<file path="src/rtl/seg7_scan.sv">
// Two-digit multiplexed hex 7-segment driver fed by a valid/ready handshake.
// Optional leading-zero blanking of the high digit: define SEG7_SCAN_BLANK_EN.
module seg7_scan #(
  parameter int PRESCALE     = 16,
  parameter int BLANK_CYCLES = 2
) (
  input  logic       clk,
  input  logic       rst_n,
  input  logic       ena,
  input  logic [7:0] data_in,
  input  logic [1:0] dp_in,
  input  logic       data_valid,
  output logic       data_ready,
  output logic [6:0] seg,
  output logic       dp,
  output logic [1:0] dig_sel_n
);

  // state    | meaning
  // LO_BLANK | low digit slot, anti-ghosting blank window
  // LO_ON    | low digit lit
  // HI_BLANK | high digit slot, anti-ghosting blank window
  // HI_ON    | high digit lit; its last cycle completes the frame
  typedef enum logic [1:0] {LO_BLANK, LO_ON, HI_BLANK, HI_ON} state_t;

  localparam int CW = $clog2(PRESCALE);
  localparam logic [CW-1:0] CNT_LAST = CW'(PRESCALE - 1);

  state_t        state;
  logic [CW-1:0] cnt;
  logic [7:0]    cap;
  logic [1:0]    cap_dp;
  logic          rdy_q;

  logic          wrap;
  logic          last_hi;
  logic          xfer;
  logic          hi_next;
  logic          blank_next;
  logic [CW-1:0] nxt_cnt;
  state_t        nxt_state;
  state_t        start_state;
  state_t        out_state;
  logic [7:0]    out_val;
  logic [1:0]    out_dp;
  logic [6:0]    seg_d;
  logic          dp_d;
  logic [1:0]    dig_d;

  function automatic logic [6:0] hex7(input logic [3:0] n);
    logic [6:0] s;
    case (n)
      4'h0: s = 7'h3F;
      4'h1: s = 7'h06;
      4'h2: s = 7'h5B;
      4'h3: s = 7'h4F;
      4'h4: s = 7'h66;
      4'h5: s = 7'h6D;
      4'h6: s = 7'h7D;
      4'h7: s = 7'h07;
      4'h8: s = 7'h7F;
      4'h9: s = 7'h6F;
      4'hA: s = 7'h77;
      4'hB: s = 7'h7C;
      4'hC: s = 7'h39;
      4'hD: s = 7'h5E;
      4'hE: s = 7'h79;
      default: s = 7'h71;
    endcase
    return s;
  endfunction

  // Ready also rises during the final HI_ON cycle so the next transfer
  // lands exactly one frame after the previous one.
  assign last_hi    = (state == HI_ON) && wrap;
  assign data_ready = ena & (rdy_q | last_hi);
  assign xfer       = data_valid & data_ready;

  always_comb begin
    wrap        = (cnt == CNT_LAST);
    nxt_cnt     = wrap ? '0 : cnt + CW'(1);
    blank_next  = int'(nxt_cnt) < BLANK_CYCLES;
    hi_next     = ((state == HI_ON) || (state == HI_BLANK)) ^ wrap;
    if (hi_next) nxt_state = blank_next ? HI_BLANK : HI_ON;
    else         nxt_state = blank_next ? LO_BLANK : LO_ON;
    start_state = (BLANK_CYCLES > 0) ? LO_BLANK : LO_ON;
    out_state   = xfer ? start_state : nxt_state;
    out_val     = xfer ? data_in : cap;
    out_dp      = xfer ? dp_in : cap_dp;
  end

  // Output decode works on the upcoming state so the registered outputs
  // line up with the state register.
  always_comb begin
    seg_d = 7'h00;
    dp_d  = 1'b0;
    dig_d = 2'b11;
    case (out_state)
      LO_ON: begin
        seg_d = hex7(out_val[3:0]);
        dp_d  = out_dp[0];
        dig_d = 2'b10;
      end
      HI_ON: begin
`ifdef SEG7_SCAN_BLANK_EN
        if ((out_val[7:4] != 4'h0) || out_dp[1]) begin
          seg_d = hex7(out_val[7:4]);
          dp_d  = out_dp[1];
          dig_d = 2'b01;
        end
`else
        seg_d = hex7(out_val[7:4]);
        dp_d  = out_dp[1];
        dig_d = 2'b01;
`endif
      end
      default: begin
        seg_d = 7'h00;
        dp_d  = 1'b0;
        dig_d = 2'b11;
      end
    endcase
  end

  always_ff @(posedge clk or negedge rst_n) begin
    if (!rst_n) begin
      state     <= LO_BLANK;
      cnt       <= '0;
      cap       <= 8'h00;
      cap_dp    <= 2'b00;
      rdy_q     <= 1'b1;
      seg       <= 7'h00;
      dp        <= 1'b0;
      dig_sel_n <= 2'b11;
    end else if (ena) begin
      if (xfer) begin
        cap    <= data_in;
        cap_dp <= dp_in;
        state  <= start_state;
        cnt    <= '0;
        rdy_q  <= 1'b0;
      end else begin
        state <= nxt_state;
        cnt   <= nxt_cnt;
        if (last_hi) rdy_q <= 1'b1;
      end
      seg       <= seg_d;
      dp        <= dp_d;
      dig_sel_n <= dig_d;
    end
  end

endmodule
</file>
<file path="config.mk">
export PLATFORM = sky130hd
export DESIGN_NAME = seg7_scan
export DESIGN_NICKNAME = d
export VERILOG_FILES = /design/src/rtl/seg7_scan.sv
export SDC_FILE = /design/constraint.sdc
export NUM_CORES = 1
export LEC_CHECK = 0
export ABC_CLOCK_PERIOD_IN_PS = 8100
export BUFFER_PORTS_ARGS = -buffer_cell sky130_fd_sc_hd__buf_4
export CAP_MARGIN = 10
export CORE_MARGIN = 4
export CORE_UTILIZATION = 62
export CTS_CLUSTER_SIZE = 24
export DETAILED_ROUTE_END_ITERATION = 8
export PLACE_DENSITY = 0.95
export REMOVE_ABC_BUFFERS = 1
export SYNTH_ARGS = -nofsm -noshare
export SYNTH_HDL_FRONTEND = slang
export SYNTH_SLANG_ARGS = --single-unit
</file>
<file path="constraint.sdc">
create_clock -name clk -period 8.1 [get_ports clk]
set_clock_uncertainty 0.15 [all_clocks]
set_input_delay 2.43 -clock clk [delete_from_list [all_inputs] [get_ports clk]]
set_output_delay 2.43 -clock clk [all_outputs]
set_load 0.05 [all_outputs]
</file>
==> results of run 1 <==
per-layer routing:
metal | GRT usage, % | vias to the layer above
met5 | 0 | -
met2 | 35.7 | 55
li1 | - | 765
met3 | 2.11 | 10
met4 | 5.54 | 0
met1 | 27.5 | 782
per-stage QoR:
step	cells	power [W]	worst slack, ns	cell area (um^2)	hold slack, ns
after global routing	265	0.000894	2.14	2160	0.400
after global placement	261	0.000747	2.27	2130	0.326
after CTS	265	0.000828	2.25	2160	0.368
after floorplan	193	0.000635	2.23	1900	0.318
after detailed placement	261	0.000766	2.25	2130	0.329
final	265	0.000830	2.24	2160	0.364
flip-flops by register name (all words and copies together) (netlist names):
register / count
cnt: 4
cap: 8
state: 2
dp: 1
cap_dp: 2
rdy_q: 1
seg: 7
dig_sel_n: 2
worst paths after layout:
| path | start | to | slack (ns) | cells after the start |
|---|---|---|---|---|
| hold / removal | dig_sel_n[1] | dig_sel_n[1] | 0.36 | 2 |
| setup reg to reg | cnt[0] | seg[5] | 4.57 | 7 |
| max in group asynchronous | rst_n | dig_sel_n[1] | 5.67 | 1 |
| hold reg to reg | dig_sel_n[1] | dig_sel_n[1] | 0.36 | 2 |
| min in group asynchronous | rst_n | cnt[3] | 1.83 | 1 |
| setup / recovery | ena | data_ready | 2.24 | 4 |
cell usage after synthesis, drive strengths merged (3+ instances only):
library cell,instances
inv,20
dfrtp,24
a221oi,4
nand3,5
mux2i,18
o221ai,3
nor2,13
buf,6
a21oi,8
dfstp,3
a221o,3
mux2,11
nor2b,6
ha,13
o21ai,13
nand2,14
nor3,5
power groups by stage:
stage          sequential, W  combinational, W   clock, W
2_1_floorplan       0.000330          0.000305          0
3_3_place_gp        0.000257          0.000490          0
3_5_place_dp        0.000260          0.000506          0
4_1_cts             0.000257          0.000511  0.0000601
5_1_grt             0.000268          0.000560  0.0000663
6_report            0.000257          0.000513  0.0000597
area by class of cell:
type	count	area [um^2]
inverters	21	81.3
fillers	242	892
clock buffers	3	22.5
well taps	44	55.1
repair buffers	24	180
flip-flops and latches	27	679
multi-input cells	145	1140
clock inverters	1	5.00
worst reg2reg max path: stages (launching register included):
cell	delay [ns]
dfrtp_1	0.45
ha_1	0.29
nand3_2	0.16
o21ai_4	0.82
mux2i_1	0.92
mux2_2	0.31
nand2_1	0.05
a221o_1	0.29
cell usage in the layout, fill, tap and decap left out, drive strengths merged, types with 2 or more instances in the layout:
| cell | n |
|---|---|
| ha | 13 |
| o221ai | 3 |
| clkinv | 2 |
| a21o | 2 |
| a221o | 3 |
| buf | 24 |
| nor3 | 5 |
| inv | 20 |
| mux2 | 11 |
| o21ai | 13 |
| clkbuf | 3 |
| nor2b | 6 |
| o311a | 2 |
| mux2i | 18 |
| a21oi | 8 |
| nand2 | 14 |
| dfrtp | 24 |
| nand3 | 5 |
| dfstp | 3 |
| nor3b | 2 |
| o31ai | 2 |
| a31oi | 2 |
| nor2 | 13 |
| a221oi | 4 |
kinds of logic (layout without fill, tap and decap cells):
family | after synthesis | in the layout
simple gates | 52 | 52
mux | 29 | 29
compound gates | 49 | 49
buf+inv | 29 | 49
xor+xnor | 2 | 2
flops | 27 | 27
fa+ha+maj | 13 | 13
==> impl_metrics.ini, run 1 <==
[status]
status = finished clean

[drt]
top_layer = met4
drt_iter0_markers = 165
postRouteAntennaNets = 0
num_vias = 1612
wl_met2_um = 2010
met3_length_um = 186
wl_per_cell_um = 15.4
drc = 0
dr.pass1.iters = 5
via_per_inst = 6.08
wl_met1_um = 1830
wl_um = 4090

[sta]
finalSetupTns_ns = 0
max_freq_ghz = 0.171
grt_setup_unrepaired = no
setup_viol = 0
post-route-min-period_ns = 5.86
tightest_slew_ns = 0.993
fin_crit_sh_pct = 72.3
final_hold_viol_count = 0
slew_headroom_pct = 31.9
finalMaxSlewViolations = 0

[placed_design]
gp_congestion = 0.874
dp_hpwl_um = 3070
io_buffers = 24

[power_and_ir_drop]
swShare_pct = 49.0
combPwrFrac_pct = 61.8
power_density_nw_per_um2 = 384
p_sw_w = 0.000407
seq_power_share_pct = 31.0
p_leak_nw = 1.03
pwr-share-clk_pct = 7.2
vdd.ir_drop.worst_v = 0.000217
p_int_w = 0.000423

[synthesis]
synth_xor_area_share_pct = 0.891
async_reset_ff_share_pct = 100
yosysSeqAreaShare_pct = 34.5
synth_fa_ha_area_share_pct = 8.27
synth_cells = 201
muxShareOfSynthArea_pct = 16.4
synth_top_area_share_pct = 30.5
synth_compound_gate_area_share_pct = 18.8
ys_seq_elements = 27
syn_area_um2 = 1970
synth_edf_count = 0
ys.flop_type = dfrtp_1
yosysWarnings = 0
synth_top_family_by_area = compound AO/OA/AOI/OAI gates
synth_area_leaders = dfrtp_1 (31%), ha_1 (8.3%), mux2i_1 (7.6%)
syn_avg_cell_area_um2 = 9.79
synthSimpleGateAreaFrac_pct = 13.4
synth_top_area_cell = dfrtp_1
synth.distinct_cells = 57

[setup_path]
worst_setup_path_end_kind = output pin
worst_setup_path_start_kind = primary input
crit_top_cell = buf_4
critPathSlowestCell = clkinv_1
critPathKind = primary input to output pin
arrival_ns = 3.28
crit_fanout = 16
cpPeakStageDelay_ns = 0.28
critPathRequiredTime_ns = 5.52
critPathBufInv = 3
path_cells = buf_4, clkinv_1, nor2_1, buf_4
crit_family = buffers and inverters

[floorplan]
start_util_pct = 64.4
rows = 20
floorplan.die.width_um = 64.3
io_pins = 25
dieArea_um2 = 4140
die_h_um = 64.3
core_um2 = 3050

[clocking]
cts_hold_buf = 0
cts_buffers = 3
cts_root_buf = clkbuf_4
cts-htree-levels = 1
clock_path_buffers = 2
cts_setup_buffers = 0
cts_sinks = 27
cts_resized = 0
clkSlewWorstSetupHoldPaths_ns = 0.15
cts_tree = built
insertion_delay_ns = 0.33

[grt]
grt_max_degree = 33
grt_pass1_vias = 1521
antenna_found_initial = 0
grt_pass1_wl_um = 6860
grt_overflow = 0
grt_usage_pct = 20.7

[layout]
fin_nets = 249
fin_util_pct = 70.8
drive_above_1_share_pct = 25.3
num_antenna_cells = 0
syn_to_final_growth_pct = 9.86

[worst_hold_path]
min_path_type = flop to flop

[job]
drv_cap = 0
No activity file was read; power rests on OpenSTA's default activity.
==> run 2, diff against run 1 <==
ABC_CLOCK_PERIOD_IN_PS = 5750   (was 8100)
CORE_UTILIZATION = 58   (was 62)
PLACE_DENSITY = 0.92   (was 0.95)
clock period = 5.75 ns   (was 8.1 ns; I/O delays follow)
==> run 2 against run 1 <==
Against the previous run:
- sequential power rose by 42%
- highest routed layer unchanged
- sequential cell count did not move
- power rose by 42%
- setup slack got worse by 0.97 ns
- clock power rose by 50%
- die area rose by 6.0%
- register-to-register slack got worse by 2.0 ns
- combinational power rose by 42%
- critical path depth did not move
- critical path type unchanged
- hold slack barely moved
- design area rose by 0.46%
- sequential share of layout area fell by 0.14 points
==> impl_metrics.ini, run 2 (synthesis gave the netlist of run 1 again) <==
[layout]
final_common_cell = buf_4
syn_to_final_growth_pct = 10.4
fin_nets = 250
final_cell_mix = buf_4 (25), dfrtp_1 (24), inv_1 (18), mux2i_1 (15), nand2_1 (14)
regArea_um2 = 679
fin_util_pct = 68.8
n_fill_cell = 244
drive_above_1_share_pct = 25.7
largest_reg_flops = 8
reg.largest.list = cap: 8 flops, seg: 7 flops, cnt: 4 flops
num_antenna_cells = 0
multiInputGateArea_um2 = 1140
largest_register = cap

[clocking]
cts_buffers = 3
cts_root_buf = clkbuf_4
cts-htree-levels = 1
insertion_delay_ns = 0.34
cts_hold_buf = 0
clkSlewWorstSetupHoldPaths_ns = 0.16
cts_resized = 0
clock_path_buffers = 2
cts_sinks = 27
cts_tree = built
cts_setup_buffers = 0

[power_and_ir_drop]
power_density_nw_per_um2 = 544
p_leak_nw = 1.03
vdd.ir_drop.worst_v = 0.000311

[drt]
num_vias = 1611
wl_um = 4200
drc = 0
dr.pass1.iters = 4
wl_per_cell_um = 15.8
via_per_inst = 6.06
postRouteAntennaNets = 0
drt_iter0_markers = 148

[sta]
tightest_slew_ns = 0.998
finalMaxSlewViolations = 0
fin_crit_sh_pct = 77.9
setup_viol = 0
slew_headroom_pct = 31.6
finalSetupTns_ns = 0
final_hold_viol_count = 0
grt_setup_unrepaired = no
max_freq_ghz = 0.223
post-route-min-period_ns = 4.48

[floorplan]
dieArea_um2 = 4390
rows = 20
io_pins = 25
core_um2 = 3150
die_h_um = 66.2
floorplan.die.width_um = 66.2
start_util_pct = 62.4

[job]
drv_cap = 0

[grt]
grt_usage_pct = 21.4
grt_pass1_wl_um = 7350
grt_overflow = 0
grt_pass1_vias = 1588
antenna_found_initial = 0
grt_max_degree = 32

[setup_path]
worst_setup_path_end_kind = output pin
worst_setup_path_start_kind = primary input
crit_top_cell = buf_4
critPathRequiredTime_ns = 3.88
cpPeakStageDelay_ns = 0.28
crit_fanout = 16
path_cells = buf_4, clkinv_1, nor2_1, buf_4
critPathSlowestCell = clkinv_1
arrival_ns = 2.60
critPathKind = primary input to output pin

[placed_design]
dp_hpwl_um = 3140
gp_congestion = 0.815
io_buffers = 24

[status]
status = finished clean

[worst_hold_path]
min_path_type = flop to flop
[run 2: stage by stage]
step                cell area (um^2)  hold slack, ns  power, W  instances  setup slack [ns]
floorplan                       1900           0.318  0.000894        193              1.29
global placement                2140           0.326   0.00106        262              1.30
detailed placement              2140           0.336   0.00108        262              1.28
CTS                             2170           0.371   0.00118        266              1.27
global route                    2170           0.386   0.00127        266              1.19
finish                          2170           0.365   0.00118        266              1.27
[run 2: final cells by class]
type | instances | area share [%]
inverters | 21 | 3.75
clock buffers | 3 | 1.04
clock inverters | 1 | 0.346
flip-flops and latches | 27 | 31.3
well taps | 44 | 2.54
repair buffers | 25 | 8.65
multi-input cells | 145 | 52.4
[run 2: power by group]
part,switching [W],internal [W]
sequential,0.0000833,0.000282
combinational,0.000438,0.000287
clock,0.0000629,0.0000267
[run 2: critical path, delay by kind of cell]
family | cells | cell delay (ns)
buffers and inverters | 3 | 0.68
and+or+nand+nor | 1 | 0.20
[run 2: path summary, 6_finish.rpt]
kind                       cells past startpoint  startpoint  slack [ns]      endpoint
setup / recovery                               4         ena        1.27    data_ready
hold / removal                                 1   cap_dp[0]        0.36     cap_dp[0]
setup reg to reg                              10      cnt[0]        2.59        seg[6]
hold reg to reg                                1   cap_dp[0]        0.36     cap_dp[0]
max in group asynchronous                      1       rst_n        4.03  dig_sel_n[1]
min in group asynchronous                      1       rst_n        1.11      state[1]
[run 2: per-layer routing]
layer / track usage, % / wire length [um] / part of all wire [%] / vias to the layer above
met2: 35.7 / 2040 / 48 / 45
li1: - / - / - / 769
met5: 0 / 0 / 0 / -
met3: 2.55 / 181 / 4.3 / 9
met4: 8.38 / 91 / 2.2 / 0
met1: 28.1 / 1900 / 45 / 788
==> run 3, diff against run 2 <==
ABC_CLOCK_PERIOD_IN_PS = 4590   (was 5750)
clock period = 4.59 ns   (was 5.75 ns; I/O delays follow)
==> run 3 against run 2 <==
Against the previous run:
- critical path depth stayed put
- wire length is 2.1% higher
- setup slack worse by 0.44 ns
- combinational power is 26% higher
- non-clock buffer count is 3 higher
- die area stayed put
- final cell count is 1.1% higher
- largest cell class unchanged
==> impl_metrics.ini, run 3 (synthesis gave the netlist of run 1 again) <==
[status]
status = finished clean

[grt]
antenna_found_initial = 0
grt_pass1_vias = 1588
grt_max_degree = 28
grt_overflow = 0
grt_pass1_wl_um = 7510
grt_usage_pct = 22.3

[floorplan]
die_h_um = 66.2
rows = 20
floorplan.die.width_um = 66.2
start_util_pct = 62.4
dieArea_um2 = 4390
core_um2 = 3150
io_pins = 25

[clocking]
insertion_delay_ns = 0.35
cts_setup_buffers = 0
cts_tree = built
cts_sinks = 27
cts_hold_buf = 0
cts-htree-levels = 1
clock_path_buffers = 2
cts_root_buf = clkbuf_4
cts_resized = 0
clkSlewWorstSetupHoldPaths_ns = 0.16
cts_buffers = 3

[placed_design]
dp_hpwl_um = 3280
dpl.cell_count = 265
gp_congestion = 0.875
io_buffers = 24

[sta]
finalMaxSlewViolations = 0
final_hold_viol_count = 0
tightest_slew_ns = 0.516
max_freq_ghz = 0.266
post-route-min-period_ns = 3.76
fin_crit_sh_pct = 81.8
setup_viol = 0
finalSetupTns_ns = 0
slew_headroom_pct = 65.6
grt_setup_unrepaired = no

[layout]
drive_above_1_share_pct = 26.7
final_common_cell = buf_4
final_cell_mix = buf_4 (28), dfrtp_1 (24), inv_1 (18), mux2i_1 (15), nand2_1 (14)
reg.largest.list = cap: 8 flops, seg: 7 flops, cnt: 4 flops
fin_cells = 269
largest_register = cap
syn_to_final_growth_pct = 11.5
largest_reg_flops = 8
fin_nets = 253
n_fill_cell = 250
num_antenna_cells = 0

[setup_path]
arrival_ns = 2.23
critPathKind = primary input to output pin
crit_top_cell = buf_4
r2r_start = cnt[0]
crit_family = buffers and inverters
crit_fanout = 16
crit_start = ena
path_cells = buf_4, clkinv_1, nor2_1, buf_4
ff2ff_path_depth = 10
critPathSlowestCell = clkinv_1
reg2reg_slack_ns = 1.45
crit_end = data_ready
cp.depth = 4
critPathBufInv = 3
worst_setup_path_start_kind = primary input
worst_setup_path_end_kind = output pin
cpPeakStageDelay_ns = 0.27
r2r_end = seg[0]
critPathRequiredTime_ns = 3.06

[drt]
wl_met1_um = 1850
wl_per_cell_um = 16.0
num_vias = 1613
met3_length_um = 234
top_layer = met4
drc = 0
wl_um = 4290
drt_iter0_markers = 151
postRouteAntennaNets = 0
dr.pass1.iters = 4
wl_met2_um = 2100
via_per_inst = 6.00

[power_and_ir_drop]
power_density_nw_per_um2 = 677
p_leak_nw = 1.04
vdd.ir_drop.worst_v = 0.000396

[job]
drv_cap = 0

[worst_hold_path]
min_path_type = flop to flop
run 3: routing by layer:
layer | GRT usage, % | up-vias
met5 | 0 | -
met1 | 27.6 | 769
met4 | 8.88 | 0
met3 | 5.10 | 12
met2 | 37.1 | 56
li1 | - | 776
run 3: cell type report:
cell class	instances	area (um^2)	area share, %
multi-input combinational	145	1140	51.9
sequential	27	679	31.0
timing repair buffer	28	210	9.58
inverter	21	81.3	3.71
tap	44	55.1	2.51
clock buffer	3	22.5	1.03
clock inverter	1	7.51	0.342
run 3: through the flow:
step / cell area, um^2 / worst slack, ns / utilization (%) / hold slack, ns / power [W]
6_report: 2190 / 0.834 / 69.6 / 0.365 / 0.00148
5_1_grt: 2190 / 0.726 / 69.6 / 0.394 / 0.00161
4_1_cts: 2190 / 0.832 / 69.6 / 0.367 / 0.00148
3_5_place_dp: 2160 / 0.623 / 68.6 / 0.331 / 0.00137
3_3_place_gp: 2160 / 0.851 / 68.6 / 0.325 / 0.00134
2_1_floorplan: 1900 / 0.823 / - / 0.318 / 0.00112
run 3: power by group:
part / leakage [nW] / switching (W) / total, W / internal (W)
clock network: 0.0139 / 0.0000783 / 0.000112 / 0.0000336
registers: 0.336 / 0.000103 / 0.000456 / 0.000353
logic: 0.693 / 0.000551 / 0.000916 / 0.000366
total: 1.04 / 0.000732 / 0.00148 / 0.000752
run 3: worst min path at each step:
stage | cells past startpoint | startpoint | to | slack, ns
after CTS | 1 | dp | dp | 0.37
final | 1 | dp | dp | 0.37
after global placement | 1 | cap_dp[1] | cap_dp[1] | 0.32
after global routing | 1 | cap_dp[1] | cap_dp[1] | 0.39
after detailed placement | 1 | dp | dp | 0.33
after floorplan | 1 | cap_dp[1] | cap_dp[1] | 0.32
